File: src/rtl/mac_array_ctrl_if.sv
// Handshake and bus signals between the core FSM, the tile sequencer and the
// 8x8 MAC array. The core/array side uses "master" and the sequencer uses "slave".
interface mac_array_ctrl_if #(
  parameter int col     = 8,
  parameter int addr_bw = 11,
  parameter int len_bw  = 8
);
  logic               start;
  logic               cfg_mode;
  logic [addr_bw-1:0] cfg_w_base;
  logic [addr_bw-1:0] cfg_x_base;
  logic [len_bw-1:0]  cfg_nact;
  logic [col-1:0]     arr_valid;
  logic               rd_en;
  logic [addr_bw-1:0] rd_addr;
  logic [1:0]         inst_w;
  logic               mode;
  logic               busy;
  logic               done;

  modport master (
    output start, cfg_mode, cfg_w_base, cfg_x_base, cfg_nact, arr_valid,
    input  rd_en, rd_addr, inst_w, mode, busy, done
  );

  modport slave (
    input  start, cfg_mode, cfg_w_base, cfg_x_base, cfg_nact, arr_valid,
    output rd_en, rd_addr, inst_w, mode, busy, done
  );
endinterface

File: src/rtl/mac_array_ctrl.sv
// Tile sequencer for the weight-stationary MAC array: kernel load, settle,
// activation streaming and output drain, with a watchdog on the drain phase.
module mac_array_ctrl #(
  parameter int row     = 8,
  parameter int col     = 8,
  parameter int addr_bw = 11,
  parameter int len_bw  = 8
) (
  input  logic             clk_i,
  input  logic             reset_ni,
  mac_array_ctrl_if.slave  bus
);

  localparam int SettleCycles = row + col;
  localparam int WdCycles     = 4 * (row + col);
  localparam int WdW          = $clog2(WdCycles + 1);
  localparam int CntW         = (len_bw > WdW) ? len_bw : WdW;

  typedef enum logic [2:0] {
    IDLE,
    LOAD_W,
    SETTLE,
    EXEC,
    DRAIN,
    DONE
  } state_e;

  state_e             state_q, state_d;
  logic [CntW-1:0]    cnt_q, cnt_d;
  logic [len_bw:0]    out_cnt_q, out_cnt_d;
  logic [addr_bw-1:0] w_base_q, x_base_q;
  logic [len_bw-1:0]  nact_q;
  logic               mode_q, busy_q;
  logic [1:0]         inst_w_q;

  logic               start_tile;
  logic               rd_en;
  logic [addr_bw-1:0] rd_addr;
  logic [1:0]         tag;
  logic [CntW-1:0]    nk;
  logic [len_bw:0]    out_cnt_inc;
  logic               out_valid;

  assign nk          = mode_q ? CntW'(2 * col) : CntW'(col);
  assign out_valid   = bus.arr_valid[col-1];
  assign out_cnt_inc = out_cnt_q + {{len_bw{1'b0}}, out_valid};

  // cnt_q is reused per phase: read index, settle timer, then drain watchdog.
  always_comb begin
    state_d    = state_q;
    cnt_d      = cnt_q;
    out_cnt_d  = out_cnt_q;
    start_tile = 1'b0;
    rd_en      = 1'b0;
    rd_addr    = '0;
    tag        = 2'b00;

    case (state_q)
      IDLE: begin
        if (bus.start) begin
          start_tile = 1'b1;
          cnt_d      = '0;
          out_cnt_d  = '0;
          state_d    = LOAD_W;
        end
      end

      LOAD_W: begin
        rd_en   = 1'b1;
        rd_addr = w_base_q + addr_bw'(cnt_q);
        tag     = 2'b01;
        if (cnt_q == nk - CntW'(1)) begin
          cnt_d   = '0;
          state_d = SETTLE;
        end else begin
          cnt_d = cnt_q + CntW'(1);
        end
      end

      SETTLE: begin
        if (cnt_q == CntW'(SettleCycles - 1)) begin
          cnt_d   = '0;
          state_d = (nact_q == '0) ? DONE : EXEC;
        end else begin
          cnt_d = cnt_q + CntW'(1);
        end
      end

      EXEC: begin
        rd_en     = 1'b1;
        rd_addr   = x_base_q + addr_bw'(cnt_q);
        tag       = 2'b10;
        out_cnt_d = out_cnt_inc;
        if (cnt_q == CntW'(nact_q) - CntW'(1)) begin
          cnt_d   = '0;
          state_d = DRAIN;
        end else begin
          cnt_d = cnt_q + CntW'(1);
        end
      end

      DRAIN: begin
        out_cnt_d = out_cnt_inc;
        cnt_d     = out_valid ? '0 : cnt_q + CntW'(1);
        if ((out_cnt_inc >= (len_bw + 1)'(nact_q)) || (cnt_d == CntW'(WdCycles))) begin
          state_d = DONE;
        end
      end

      DONE: begin
        state_d = IDLE;
      end

      default: begin
        state_d = IDLE;
      end
    endcase
  end

  // inst_w trails the read phase by one cycle to line up with SRAM read data.
  always_ff @(posedge clk_i or negedge reset_ni) begin
    if (!reset_ni) begin
      state_q   <= IDLE;
      cnt_q     <= '0;
      out_cnt_q <= '0;
      w_base_q  <= '0;
      x_base_q  <= '0;
      nact_q    <= '0;
      mode_q    <= 1'b0;
      busy_q    <= 1'b0;
      inst_w_q  <= 2'b00;
    end else begin
      state_q   <= state_d;
      cnt_q     <= cnt_d;
      out_cnt_q <= out_cnt_d;
      inst_w_q  <= tag;
      if (start_tile) begin
        w_base_q <= bus.cfg_w_base;
        x_base_q <= bus.cfg_x_base;
        nact_q   <= bus.cfg_nact;
        mode_q   <= bus.cfg_mode;
        busy_q   <= 1'b1;
      end else if (state_q == DONE) begin
        busy_q <= 1'b0;
      end
    end
  end

  assign bus.rd_en   = rd_en;
  assign bus.rd_addr = rd_addr;
  assign bus.inst_w  = inst_w_q;
  assign bus.mode    = mode_q;
  assign bus.busy    = busy_q;
  assign bus.done    = (state_q == DONE);

endmodule

File: src/flat_wrapper.sv
// flat-port wrapper written by rule: the top's interface ports become plain ports
module mac_array_ctrl_flat 
#(
  parameter int row     = 8,
  parameter int col     = 8,
  parameter int addr_bw = 11,
  parameter int len_bw  = 8
)
  (clk_i, reset_ni, bus_start, bus_cfg_mode, bus_cfg_w_base, bus_cfg_x_base, bus_cfg_nact, bus_arr_valid, bus_rd_en, bus_rd_addr, bus_inst_w, bus_mode, bus_busy, bus_done);
  mac_array_ctrl_if #(.col(col), .addr_bw(addr_bw), .len_bw(len_bw)) bus_i ();
  input  logic clk_i;
  input  logic reset_ni;
  input wire logic [$bits(bus_i.start)-1:0] bus_start;
  input wire logic [$bits(bus_i.cfg_mode)-1:0] bus_cfg_mode;
  input wire logic [$bits(bus_i.cfg_w_base)-1:0] bus_cfg_w_base;
  input wire logic [$bits(bus_i.cfg_x_base)-1:0] bus_cfg_x_base;
  input wire logic [$bits(bus_i.cfg_nact)-1:0] bus_cfg_nact;
  input wire logic [$bits(bus_i.arr_valid)-1:0] bus_arr_valid;
  output wire logic [$bits(bus_i.rd_en)-1:0] bus_rd_en;
  output wire logic [$bits(bus_i.rd_addr)-1:0] bus_rd_addr;
  output wire logic [$bits(bus_i.inst_w)-1:0] bus_inst_w;
  output wire logic [$bits(bus_i.mode)-1:0] bus_mode;
  output wire logic [$bits(bus_i.busy)-1:0] bus_busy;
  output wire logic [$bits(bus_i.done)-1:0] bus_done;
  assign bus_i.start = bus_start;
  assign bus_i.cfg_mode = bus_cfg_mode;
  assign bus_i.cfg_w_base = bus_cfg_w_base;
  assign bus_i.cfg_x_base = bus_cfg_x_base;
  assign bus_i.cfg_nact = bus_cfg_nact;
  assign bus_i.arr_valid = bus_arr_valid;
  assign bus_rd_en = bus_i.rd_en;
  assign bus_rd_addr = bus_i.rd_addr;
  assign bus_inst_w = bus_i.inst_w;
  assign bus_mode = bus_i.mode;
  assign bus_busy = bus_i.busy;
  assign bus_done = bus_i.done;
  mac_array_ctrl #(.row(row), .col(col), .addr_bw(addr_bw), .len_bw(len_bw)) u_core (.clk_i(clk_i), .reset_ni(reset_ni), .bus(bus_i));
endmodule
File: config.mk
export PLATFORM = sky130hd
export DESIGN_NAME = mac_array_ctrl_flat
export DESIGN_NICKNAME = d
export VERILOG_FILES = /design/src/rtl/mac_array_ctrl_if.sv /design/src/rtl/mac_array_ctrl.sv /design/src/flat_wrapper.sv
export SDC_FILE = /design/constraint.sdc
export NUM_CORES = 1
export LEC_CHECK = 0
export BUFFER_PORTS_ARGS = -buffer_cell sky130_fd_sc_hd__buf_2
export CORE_MARGIN = 3
export CORE_UTILIZATION = 57
export DETAILED_ROUTE_END_ITERATION = 16
export PLACE_DENSITY = 0.89
export SLEW_MARGIN = 10
export SYNTH_ARGS = -nofsm -noshare
export SYNTH_HDL_FRONTEND = slang
export SYNTH_SLANG_ARGS = --single-unit
File: constraint.sdc
create_clock -name clk_i -period 4.5 [get_ports clk_i]
set_input_delay 0.9 -clock clk_i [delete_from_list [all_inputs] [get_ports clk_i]]
set_output_delay 0.9 -clock clk_i [all_outputs]
set_load 0.01 [all_outputs]
==> results of run 1 <==
## registers in the layout (all words and copies together) (netlist names)
register and flops:
u_core.x_base_q 11, u_core.w_base_q 11, u_core.out_cnt_q 9, u_core.nact_q 8, u_core.bus.mode 1, u_core.bus.busy 1
u_core.bus.inst_w 2, u_core.cnt_q 8, u_core.state_q 3
## synth_stat cells, drive strengths merged (2+ instances only)
| master | number |
|---|---|
| a211o | 2 |
| mux2 | 10 |
| a31oi | 3 |
| ha | 21 |
| nor2b | 5 |
| inv | 20 |
| o211ai | 3 |
| nand4 | 2 |
| xnor2 | 12 |
| o21a | 2 |
| xor2 | 16 |
| nand2 | 100 |
| o211a | 2 |
| mux2i | 4 |
| nand3b | 2 |
| or3 | 2 |
| nor4 | 3 |
| buf | 5 |
| a211oi | 6 |
| nand2b | 2 |
| dfrtp | 54 |
| nor2 | 24 |
| a21o | 2 |
| nor4b | 3 |
| nand3 | 10 |
| and2 | 3 |
| o21ai | 30 |
| nor3 | 10 |
| a21oi | 13 |
| nor3b | 4 |
| o2111ai | 2 |
| and3 | 6 |
| o22ai | 2 |
| clkbuf | 14 |
## final cells by class
type,instances,share of cell area
clock inverters,3,0.00474
inverters,20,0.0190
flip-flops and latches,54,0.342
repair buffers,57,0.0758
multi-input cells,321,0.518
clock buffers,5,0.0174
well taps,75,0.0237
## power groups by stage
stage	clock network, mW	logic, mW	registers [mW]
floorplan	0	1.24	0.822
detailed placement	0	1.54	0.911
global placement	0	1.47	0.893
global route	0.304	1.75	0.937
CTS	0.282	1.55	0.900
finish	0.279	1.57	0.914
## through the flow
stage	hold WS (ns)	std cells
2_1_floorplan	0.440	414
3_3_place_gp	0.454	527
3_5_place_dp	0.459	527
4_1_cts	0.485	535
5_1_grt	0.511	535
6_report	0.483	535
## logic make-up (layout without fill, tap and decap cells)
| family | count (synthesis) | in the layout | share of synthesized area |
|---|---|---|---|
| AND/OR/NAND/NOR | 182 | 182 | 0.243 |
| buffers and inverters | 39 | 85 | 0.0449 |
| adder cells (fa/ha/maj) | 22 | 22 | 0.0800 |
| multiplexers | 14 | 14 | 0.0432 |
| flip-flops | 54 | 54 | 0.382 |
| AO/OA/AOI/OAI | 75 | 75 | 0.136 |
| XOR/XNOR | 28 | 28 | 0.0715 |
## how the worst min path moves through the flow
| stage | from | endpoint | slack, ns | cells past startpoint |
|---|---|---|---|---|
| after detailed placement | u_core.w_base_q[7]$_DFFE_PN0P_ | u_core.w_base_q[7]$_DFFE_PN0P_ | 0.46 | 2 |
| after floorplan | u_core.w_base_q[0]$_DFFE_PN0P_ | u_core.w_base_q[0]$_DFFE_PN0P_ | 0.44 | 2 |
| final | u_core.x_base_q[0]$_DFFE_PN0P_ | u_core.x_base_q[0]$_DFFE_PN0P_ | 0.48 | 2 |
| after CTS | u_core.w_base_q[7]$_DFFE_PN0P_ | u_core.w_base_q[7]$_DFFE_PN0P_ | 0.49 | 2 |
| after global placement | u_core.w_base_q[3]$_DFFE_PN0P_ | u_core.w_base_q[3]$_DFFE_PN0P_ | 0.45 | 2 |
| after global routing | u_core.w_base_q[5]$_DFFE_PN0P_ | u_core.w_base_q[5]$_DFFE_PN0P_ | 0.51 | 2 |
## routing by layer
metal | part of all wire | routed length, µm | track usage
met1 | 0.44 | 3460 | 0.290
met2 | 0.51 | 4020 | 0.374
met3 | 0.047 | 370 | 0.0324
met4 | 0.012 | 93 | 0.0633
met5 | 0 | 0 | 0
## cell usage in the layout (no fill, tap or decap), types with 2 or more instances in the layout
| cell | Yosys | routed |
|---|---|---|
| nand2_1 | 99 | 98 |
| dfrtp_1 | 54 | 53 |
| buf_2 | 4 | 51 |
| o21ai_0 | 24 | 24 |
| nor2_1 | 24 | 24 |
| ha_1 | 21 | 21 |
| inv_1 | 19 | 19 |
| xor2_1 | 16 | 16 |
| a21oi_1 | 13 | 13 |
| xnor2_1 | 11 | 11 |
| nand3_1 | 10 | 10 |
| mux2_2 | 9 | 9 |
| nor3_1 | 8 | 8 |
| and3_1 | 6 | 6 |
| o21ai_1 | 6 | 6 |
| buf_4 | 0 | 6 |
| a211oi_1 | 6 | 5 |
| clkbuf_8 | 0 | 5 |
| mux2i_1 | 4 | 4 |
| nor2b_1 | 5 | 4 |
| nor3b_1 | 4 | 4 |
| a31oi_1 | 3 | 3 |
| nor4_1 | 3 | 3 |
| nand2_2 | 1 | 2 |
| nand2b_1 | 2 | 2 |
| a21o_1 | 2 | 2 |
| o211a_1 | 2 | 2 |
| and2_1 | 2 | 2 |
| nand3b_1 | 2 | 2 |
| o211ai_1 | 2 | 2 |
| nor3_2 | 2 | 2 |
| nand4_1 | 2 | 2 |
| o21a_1 | 2 | 2 |
| o22ai_1 | 2 | 2 |
| a211o_1 | 2 | 2 |
| clkinv_2 | 0 | 2 |
## critical path, delay by kind of cell (launching register included)
kind                     cells  cell delay (ns)
flip-flops                   1             0.39
multiplexers                 1             0.38
AO/OA/AOI/OAI                7             1.50
adder cells (fa/ha/maj)      1             0.28
buffers and inverters        1             0.13
AND/OR/NAND/NOR              2             0.38
## timing repair
| action | 4_1_cts | 5_1_grt |
|---|---|---|
| hold buffers | 0 | 0 |
| setup endpoints to repair | 1 | 3 |
| endpoints found under the hold margin | 0 | 0 |
| gates resized for setup | 1 | 4 |
==> results_dict.tcl, run 1 <==
set metrics [dict create \
    routedWlPerCell_um 14.8 \
    grt_pass1_vias 2883 \
    yosysTopAreaCell "dfrtp_1" \
    path_cells "nor2b_2 -> nand2_2 -> mux2_2 -> ha_1 -> a21o_1 -> a21oi_1 -> o21ai_1 -> a2111o_1 -> a31oi_1 -> o21ai_0 -> o211a_1 -> buf_2" \
    finalWorstSetupSlack_ns 0.234 \
    clock_path_buffers 2 \
    area_growth_syn_to_layout_pct 12.0 \
    start_util 0.594 \
    p_sw_frac 0.464 \
    critPathMaxStageDelay_ns 0.47 \
    grt_overflow_total 0 \
    drt-vias-per-instance 5.67 \
    clock_sinks 54 \
    fmax_ghz 0.234 \
    fin_setup_tns_ns 0 \
    boundaryPins 59 \
    worstPathRequired_ns 3.60 \
    outcome "finished clean" \
    regArea_um2 1350 \
    cts_made_buffers 5 \
    min_path_type "register to register" \
    dieHeight_um 84.8 \
    syn-cell-area_um2 3540 \
    postSynth.asyncResetShare 1.00 \
    slew_violations 0 \
    htreeDepth 2 \
    p_switching_mw 1.28 \
    p_seq_frac 0.331 \
    pre_cts_ws_ns 0.357 \
    core_region_area_um2 5960 \
    r2r_end "u_core.state_q[0]$_DFFE_PN0P_" \
    worstSetupStartpointType "register" \
    yosysWarnings 0 \
    setup.worst_path.end_class "primary output" \
    synth_area_per_cell_um2 8.54 \
    multi_input_area_um2 2050 \
    comb_power_share 0.568 \
    vias 3034 \
    power_leakage_nw 2.02 \
    critPathMaxFanout 8 \
    placed_area_um2 3850 \
    r2r-start "u_core.nact_q[0]$_DFFE_PN0P_" \
    grt_first_pass_wirelength_um 13100 \
    ant_nets 0 \
    row_count 28 \
    synthCells 414 \
    worstPathArrival_ns 3.37 \
    max_slew_margin 0.447 \
    worst_clock_skew_ns 0.0167 \
    cts_root_buffer "clkbuf_8" \
    ys_ff_latch 54 \
    hold_viol 0 \
    critPathKind "register to primary output" \
    total_power_mw 2.76 \
    ir_worst_vdd_mv 0.409 \
    power.internal_mw 1.48 \
    tritoncts "yes" \
    n_fill_cell 458 \
    grtUsageTotal 0.219 \
    routed_wl_um 7940 \
    finalCriticalPeriod_ns 4.27 \
    dieArea_um2 7180 \
    critPathSlowestCell "a2111o_1" \
    antenna_found_initial 0 \
    fin_nets 523 \
    regToRegSetupSlack_ns 1.80 \
    postCtsSetupBuffers 0 \
    synth_area_leaders "dfrtp_1 (38%), nand2_1 (11%), ha_1 (7.4%)" \
    min_period_over_period 0.948 \
    clkPwrFrac 0.101 \
    worstMarginPinSlew_ns 0.830 \
    ys_seq_area_frac 0.382 \
    fin_area_um2 3960 \
    place_congestion 0.853 \
    drv_cap 0 \
    die_w_um 84.8 \
    startpoint "u_core.state_q[1]$_DFFE_PN0P_" \
    drtPass1Iterations 4 \
    r2r_cells 9 \
    drtIter0Drc 319 \
    hpwl_um 5900 \
    endpoint "bus_rd_addr[9]" \
    synth_edf_count 0 \
    grt_max_degree 55 \
    io_buffers 51 \
    route.detailed.drc 0 \
    drive_above_1_share 0.193 \
    clk_pin_slew_ns 0.10 \
    setup_viol 0 \
    clock_latency_ns 0.31 \
    synth_flop_cell "dfrtp_1" \
    diodes 0 \
    ys_types 61 \
    syn_nets 478 \
    synth_top_area_frac 0.382 \
    rsz0062_at_grt "false" \
    post-route-util 0.665 \
    p_per_area_nw_per_um2 697 \
]
(Power assumes the default switching activity.)
==> run 2, diff against run 1 <==
--- a/config.mk
+++ b/config.mk
@@ -5,11 +5,11 @@
 export SDC_FILE = /design/constraint.sdc
 export NUM_CORES = 1
 export LEC_CHECK = 0
-export BUFFER_PORTS_ARGS = -buffer_cell sky130_fd_sc_hd__buf_2
 export CORE_MARGIN = 3
 export CORE_UTILIZATION = 57
 export DETAILED_ROUTE_END_ITERATION = 16
-export PLACE_DENSITY = 0.89
+export DONT_BUFFER_PORTS = 1
+export PLACE_DENSITY = 0.8
 export SLEW_MARGIN = 10
 export SYNTH_ARGS = -nofsm -noshare
 export SYNTH_HDL_FRONTEND = slang
==> results_dict.tcl, run 2 (same netlist as run 1, synthesis figures left out) <==
set metrics [dict create \
    outcome "finished clean" \
    layout_common_cells "nand2_1 (98), dfrtp_1 (53), o21ai_0 (24), nor2_1 (24), ha_1 (21)" \
    clk_pin_slew_ns 0.10 \
    largestRegisters "u_core.w_base_q: 11 flops, u_core.x_base_q: 11 flops, u_core.out_cnt_q: 9 flops" \
    boundaryPins 59 \
    critPathMaxFanout 8 \
    ant_nets 0 \
    diodes 0 \
    dieHeight_um 84.8 \
    row_count 28 \
    drtIter0Drc 169 \
    min_path_type "primary input to asynchronous set/reset pin" \
    worstMarginPinSlew_ns 0.787 \
    worstPathArrival_ns 3.28 \
    slew_violations 0 \
    core_region_area_um2 5960 \
    dieArea_um2 7180 \
    p_per_area_nw_per_um2 720 \
    multi_input_area_um2 2050 \
    worstPathRequired_ns 3.60 \
    hold_ws_ns 0.263 \
    routedWlPerCell_um 16.0 \
    drive_above_1_share 0.0882 \
    drt-vias-per-instance 5.82 \
    finalWorstSetupSlack_ns 0.325 \
    finalCriticalPeriod_ns 4.18 \
    cts_hold_buf 0 \
    ir_worst_vdd_mv 0.330 \
    worstSetupStartpointType "register" \
    hpwl_um 5910 \
    routed_wl_um 7720 \
    fin_nets 471 \
    min_period_over_period 0.928 \
    antenna_found_initial 0 \
    tritoncts "yes" \
    drtPass1Iterations 4 \
    fin_setup_tns_ns 0 \
    grt_overflow_total 0 \
    n_fill_cell 517 \
    area_growth_syn_to_layout_pct 4.64 \
    total_power_mw 2.66 \
    final_common_cell "nand2_1" \
    crit_top_cell "o21ai_0" \
    path_cells "nor2b_2 -> nand2_2 -> mux2_2 -> ha_1 -> inv_1 -> fa_1 -> nor2b_1 -> o21ai_0 -> a21boi_0 -> o21ai_0 -> a211oi_1 -> xor2_1 -> nor2_1" \
    clock_latency_ns 0.31 \
    worst_clock_skew_ns 0.00468 \
    htreeDepth 2 \
    rsz0062_at_grt "false" \
    cts_root_buffer "clkbuf_8" \
    grt_pass1_vias 2751 \
    grtUsageTotal 0.226 \
    max_slew_margin 0.475 \
    pre_cts_ws_ns 0.533 \
    route.detailed.drc 0 \
    regArea_um2 1350 \
    power_leakage_nw 1.80 \
    drv_cap 0 \
    clock_sinks 54 \
    grt_max_degree 55 \
    io_buffers 0 \
    die_w_um 84.8 \
    setup_viol 0 \
    start_util 0.594 \
    cts_made_buffers 5 \
    hold_viol 0 \
    place_congestion 0.816 \
    fmax_ghz 0.240 \
    critPathSlowestCell "dfrtp_1" \
    vias 2812 \
    critPathMaxStageDelay_ns 0.40 \
    setup.worst_path.end_class "primary output" \
    clock_path_buffers 2 \
    grt_first_pass_wirelength_um 13000 \
    critPathKind "register to primary output" \
]
==> run 2: worst max-delay path: cells and delay by family (launching register included) <==
kind | cells | cell delay, ns
AOI/OAI and AO/OA | 4 | 0.81
muxes | 1 | 0.30
buffers and inverters | 1 | 0.06
adders and majority gates | 2 | 0.56
DFF | 1 | 0.40
xor gates and xnor gates | 1 | 0.11
and+or+nand+nor | 4 | 0.73
==> run 2: metal layers <==
metal,wire (µm),track usage,share of wire
met1,3460,0.309,0.45
met2,3750,0.373,0.49
met3,377,0.0334,0.049
met4,128,0.0691,0.017
met5,0,0,0
==> run 2: power breakdown <==
group	switching (mW)	leakage [nW]	internal [mW]
clock network	0.172	0.0491	0.115
logic	0.848	1.07	0.614
registers	0.228	0.679	0.688
==> run 2: what timing repair did <==
action                     4_1_cts  5_1_grt
resized for setup                0        3
setup endpoints to repair        0        5
buffers inserted                 0        0
==> run 2: final timing paths <==
path	from	end	slack [ns]	depth (start not counted)
worst max register to register	u_core.out_cnt_q[0]$_DFFE_PN0P_	u_core.state_q[0]$_DFFE_PN0P_	1.78	11
max in group asynchronous	reset_ni	u_core.nact_q[5]$_DFFE_PN0P_	4.12	0
worst max-delay path	u_core.state_q[2]$_DFFE_PN0P_	bus_rd_addr[10]	0.32	13
min in group clk_i	u_core.x_base_q[6]$_DFFE_PN0P_	u_core.x_base_q[6]$_DFFE_PN0P_	0.48	2
worst min-delay path	reset_ni	u_core.nact_q[0]$_DFFE_PN0P_	0.26	0
worst min register to register	u_core.x_base_q[6]$_DFFE_PN0P_	u_core.x_base_q[6]$_DFFE_PN0P_	0.48	2
==> run 2: cell type report <==
type / count / area share
Timing Repair Buffer: 5 / 0.0101
Sequential cell: 54 / 0.366
Tap cell: 75 / 0.0254
Clock inverter: 3 / 0.00710
Multi-Input combinational cell: 321 / 0.553
Clock buffer: 5 / 0.0186
Inverter: 20 / 0.0203
==> run 2: metrics by stage <==
stage	std cells	util	area, µm²
after floorplan	414	-	3540
after global placement	475	0.603	3590
after detailed placement	475	0.603	3590
after CTS	483	0.619	3680
after global routing	483	0.621	3700
final	483	0.621	3700
==> run 3, diff against run 2 <==
--- a/config.mk
+++ b/config.mk
@@ -9,7 +9,7 @@
 export CORE_UTILIZATION = 57
 export DETAILED_ROUTE_END_ITERATION = 16
 export DONT_BUFFER_PORTS = 1
-export PLACE_DENSITY = 0.8
+export PLACE_DENSITY = 0.83
 export SLEW_MARGIN = 10
 export SYNTH_ARGS = -nofsm -noshare
 export SYNTH_HDL_FRONTEND = slang
==> constraint.sdc (replaced) <==
create_clock -name clk_i -period 3.6 [get_ports clk_i]
set_input_delay 0.72 -clock clk_i [delete_from_list [all_inputs] [get_ports clk_i]]
set_output_delay 0.72 -clock clk_i [all_outputs]
set_load 0.01 [all_outputs]
==> results_dict.tcl, run 3 (same netlist as run 1, synthesis figures left out) <==
set metrics [dict create \
    violations "negative setup slack" \
    slew_violations 0 \
    clock_path_buffers 2 \
    clock_latency_ns 0.31 \
    antenna_found_initial 0 \
    post-route-util 0.651 \
    worstPathArrival_ns 2.92 \
    boundaryPins 59 \
    drive_above_1_share 0.145 \
    drv_cap 0 \
    n_fill_cell 468 \
    diodes 0 \
    setup_viol 1 \
    vias 2947 \
    placed_area_um2 3640 \
    regArea_um2 1350 \
    min_path_type "primary input to asynchronous set/reset pin" \
    die_w_um 84.8 \
    grt_overflow_total 0 \
    multi_input_area_um2 2120 \
    clock_sinks 54 \
    layout_common_cells "nand2_1 (98), dfrtp_1 (54), nor2_1 (23)" \
    drtIter0Drc 211 \
    clk_pin_slew_ns 0.10 \
    grt_pass1_vias 2886 \
    cts_hold_buf 0 \
    routedWlPerCell_um 16.5 \
    cts_root_buffer "clkbuf_8" \
    grt_max_degree 55 \
    drtPass1Iterations 6 \
    hpwl_um 5840 \
    cts_made_buffers 5 \
    worst_clock_skew_ns 0.00835 \
    core_region_area_um2 5960 \
    finalWorstSetupSlack_ns -0.0385 \
    tritoncts "yes" \
    start_util 0.594 \
    grtUsageTotal 0.232 \
    outcome "finished, violations left" \
    max_slew_margin 0.482 \
    area_growth_syn_to_layout_pct 9.62 \
    rsz0062_at_grt "true" \
    drt-vias-per-instance 5.94 \
    ir_worst_vdd_mv 0.416 \
    p_per_area_nw_per_um2 924 \
    grt_first_pass_wirelength_um 13500 \
    io_buffers 0 \
    min_period_over_period 1.01 \
    dieHeight_um 84.8 \
    critPathMaxFanout 5 \
    setup.worst_path.end_class "primary output" \
    htreeDepth 2 \
    ant_nets 0 \
    hold_viol 0 \
    power_leakage_nw 1.88 \
    route.detailed.drc 0 \
    place_congestion 0.835 \
    finalCriticalPeriod_ns 3.64 \
    worstMarginPinSlew_ns 0.777 \
    critPathKind "register to primary output" \
    routed_wl_um 8180 \
    hold_ws_ns 0.0909 \
    final_common_cell "nand2_1" \
    worstPathRequired_ns 2.88 \
    worstSetupStartpointType "register" \
    fmax_ghz 0.275 \
    row_count 28 \
    fin_nets 484 \
    total_power_mw 3.58 \
    largestRegisters "u_core.w_base_q: 11 flops, u_core.x_base_q: 11 flops, u_core.out_cnt_q: 9 flops" \
    fin_area_um2 3880 \
    dieArea_um2 7180 \
]
==> run 3: cell type report <==
class	instances	area share
multi-input cells	321	0.547
flip-flops and latches	54	0.349
repair buffers	18	0.0358
well taps	75	0.0242
inverters	20	0.0194
clock buffers	5	0.0178
clock inverters	3	0.00710
==> run 3: per-stage QoR <==
stage                     cells  setup slack, ns  TNS, ns
final                       496          -0.0385  -0.0385
after global routing        496           -0.136   -0.292
after CTS                   494        0.0000340        0
after detailed placement    482          -0.0163  -0.0163
after global placement      482            0.159        0
after floorplan             414           0.0500        0
==> run 3: worst paths after layout <==
| check | cells past startpoint | endpoint | start | slack (ns) |
|---|---|---|---|---|
| max in group asynchronous | 0 | u_core.w_base_q[4]$_DFFE_PN0P_ | reset_ni | 3.41 |
| min in group clk_i | 2 | u_core.w_base_q[7]$_DFFE_PN0P_ | u_core.w_base_q[7]$_DFFE_PN0P_ | 0.48 |
| worst min register to register | 2 | u_core.w_base_q[7]$_DFFE_PN0P_ | u_core.w_base_q[7]$_DFFE_PN0P_ | 0.48 |
| worst max register to register | 11 | u_core.state_q[0]$_DFFE_PN0P_ | u_core.out_cnt_q[0]$_DFFE_PN0P_ | 0.92 |
| worst max-delay path | 11 | bus_rd_addr[9] | u_core.state_q[2]$_DFFE_PN0P_ | -0.04 |
| worst min-delay path | 0 | u_core.bus.inst_w[0]$_DFF_PN0_ | reset_ni | 0.09 |
==> run 3: repair_timing <==
item | 4_1_cts | 5_1_grt
pin swaps | 8 | 10
buffers inserted | 4 | 2
gates resized for setup | 15 | 10
setup endpoints to repair | 5 | 5
hold endpoints to repair | 0 | 0
==> run 3: metal layers <==
layer | part of all wire | track usage | up-vias | wire length, µm
met2 | 0.51 | 0.387 | 83 | 4140
met5 | 0 | 0 | - | 0
met4 | 0.014 | 0.0676 | 0 | 116
li1 | - | - | 1427 | -
met1 | 0.42 | 0.298 | 1424 | 3470
met3 | 0.054 | 0.0589 | 13 | 440
==> run 3: critical path, stage by stage, from the launching register on <==
cell      delay, ns
dfrtp_1        0.43
nor2b_4        0.16
nand2_4        0.09
mux2_4         0.34
ha_4           0.22
a21o_1         0.16
a21oi_2        0.16
o21ai_1        0.11
a2111o_1       0.49
a31oi_4        0.23
o21ai_2        0.07
o211a_1        0.16
==> run 3: where the power goes <==
part	switching, mW	internal (mW)
Clock	0.216	0.145
Combinational	1.17	0.910
Sequential	0.281	0.859
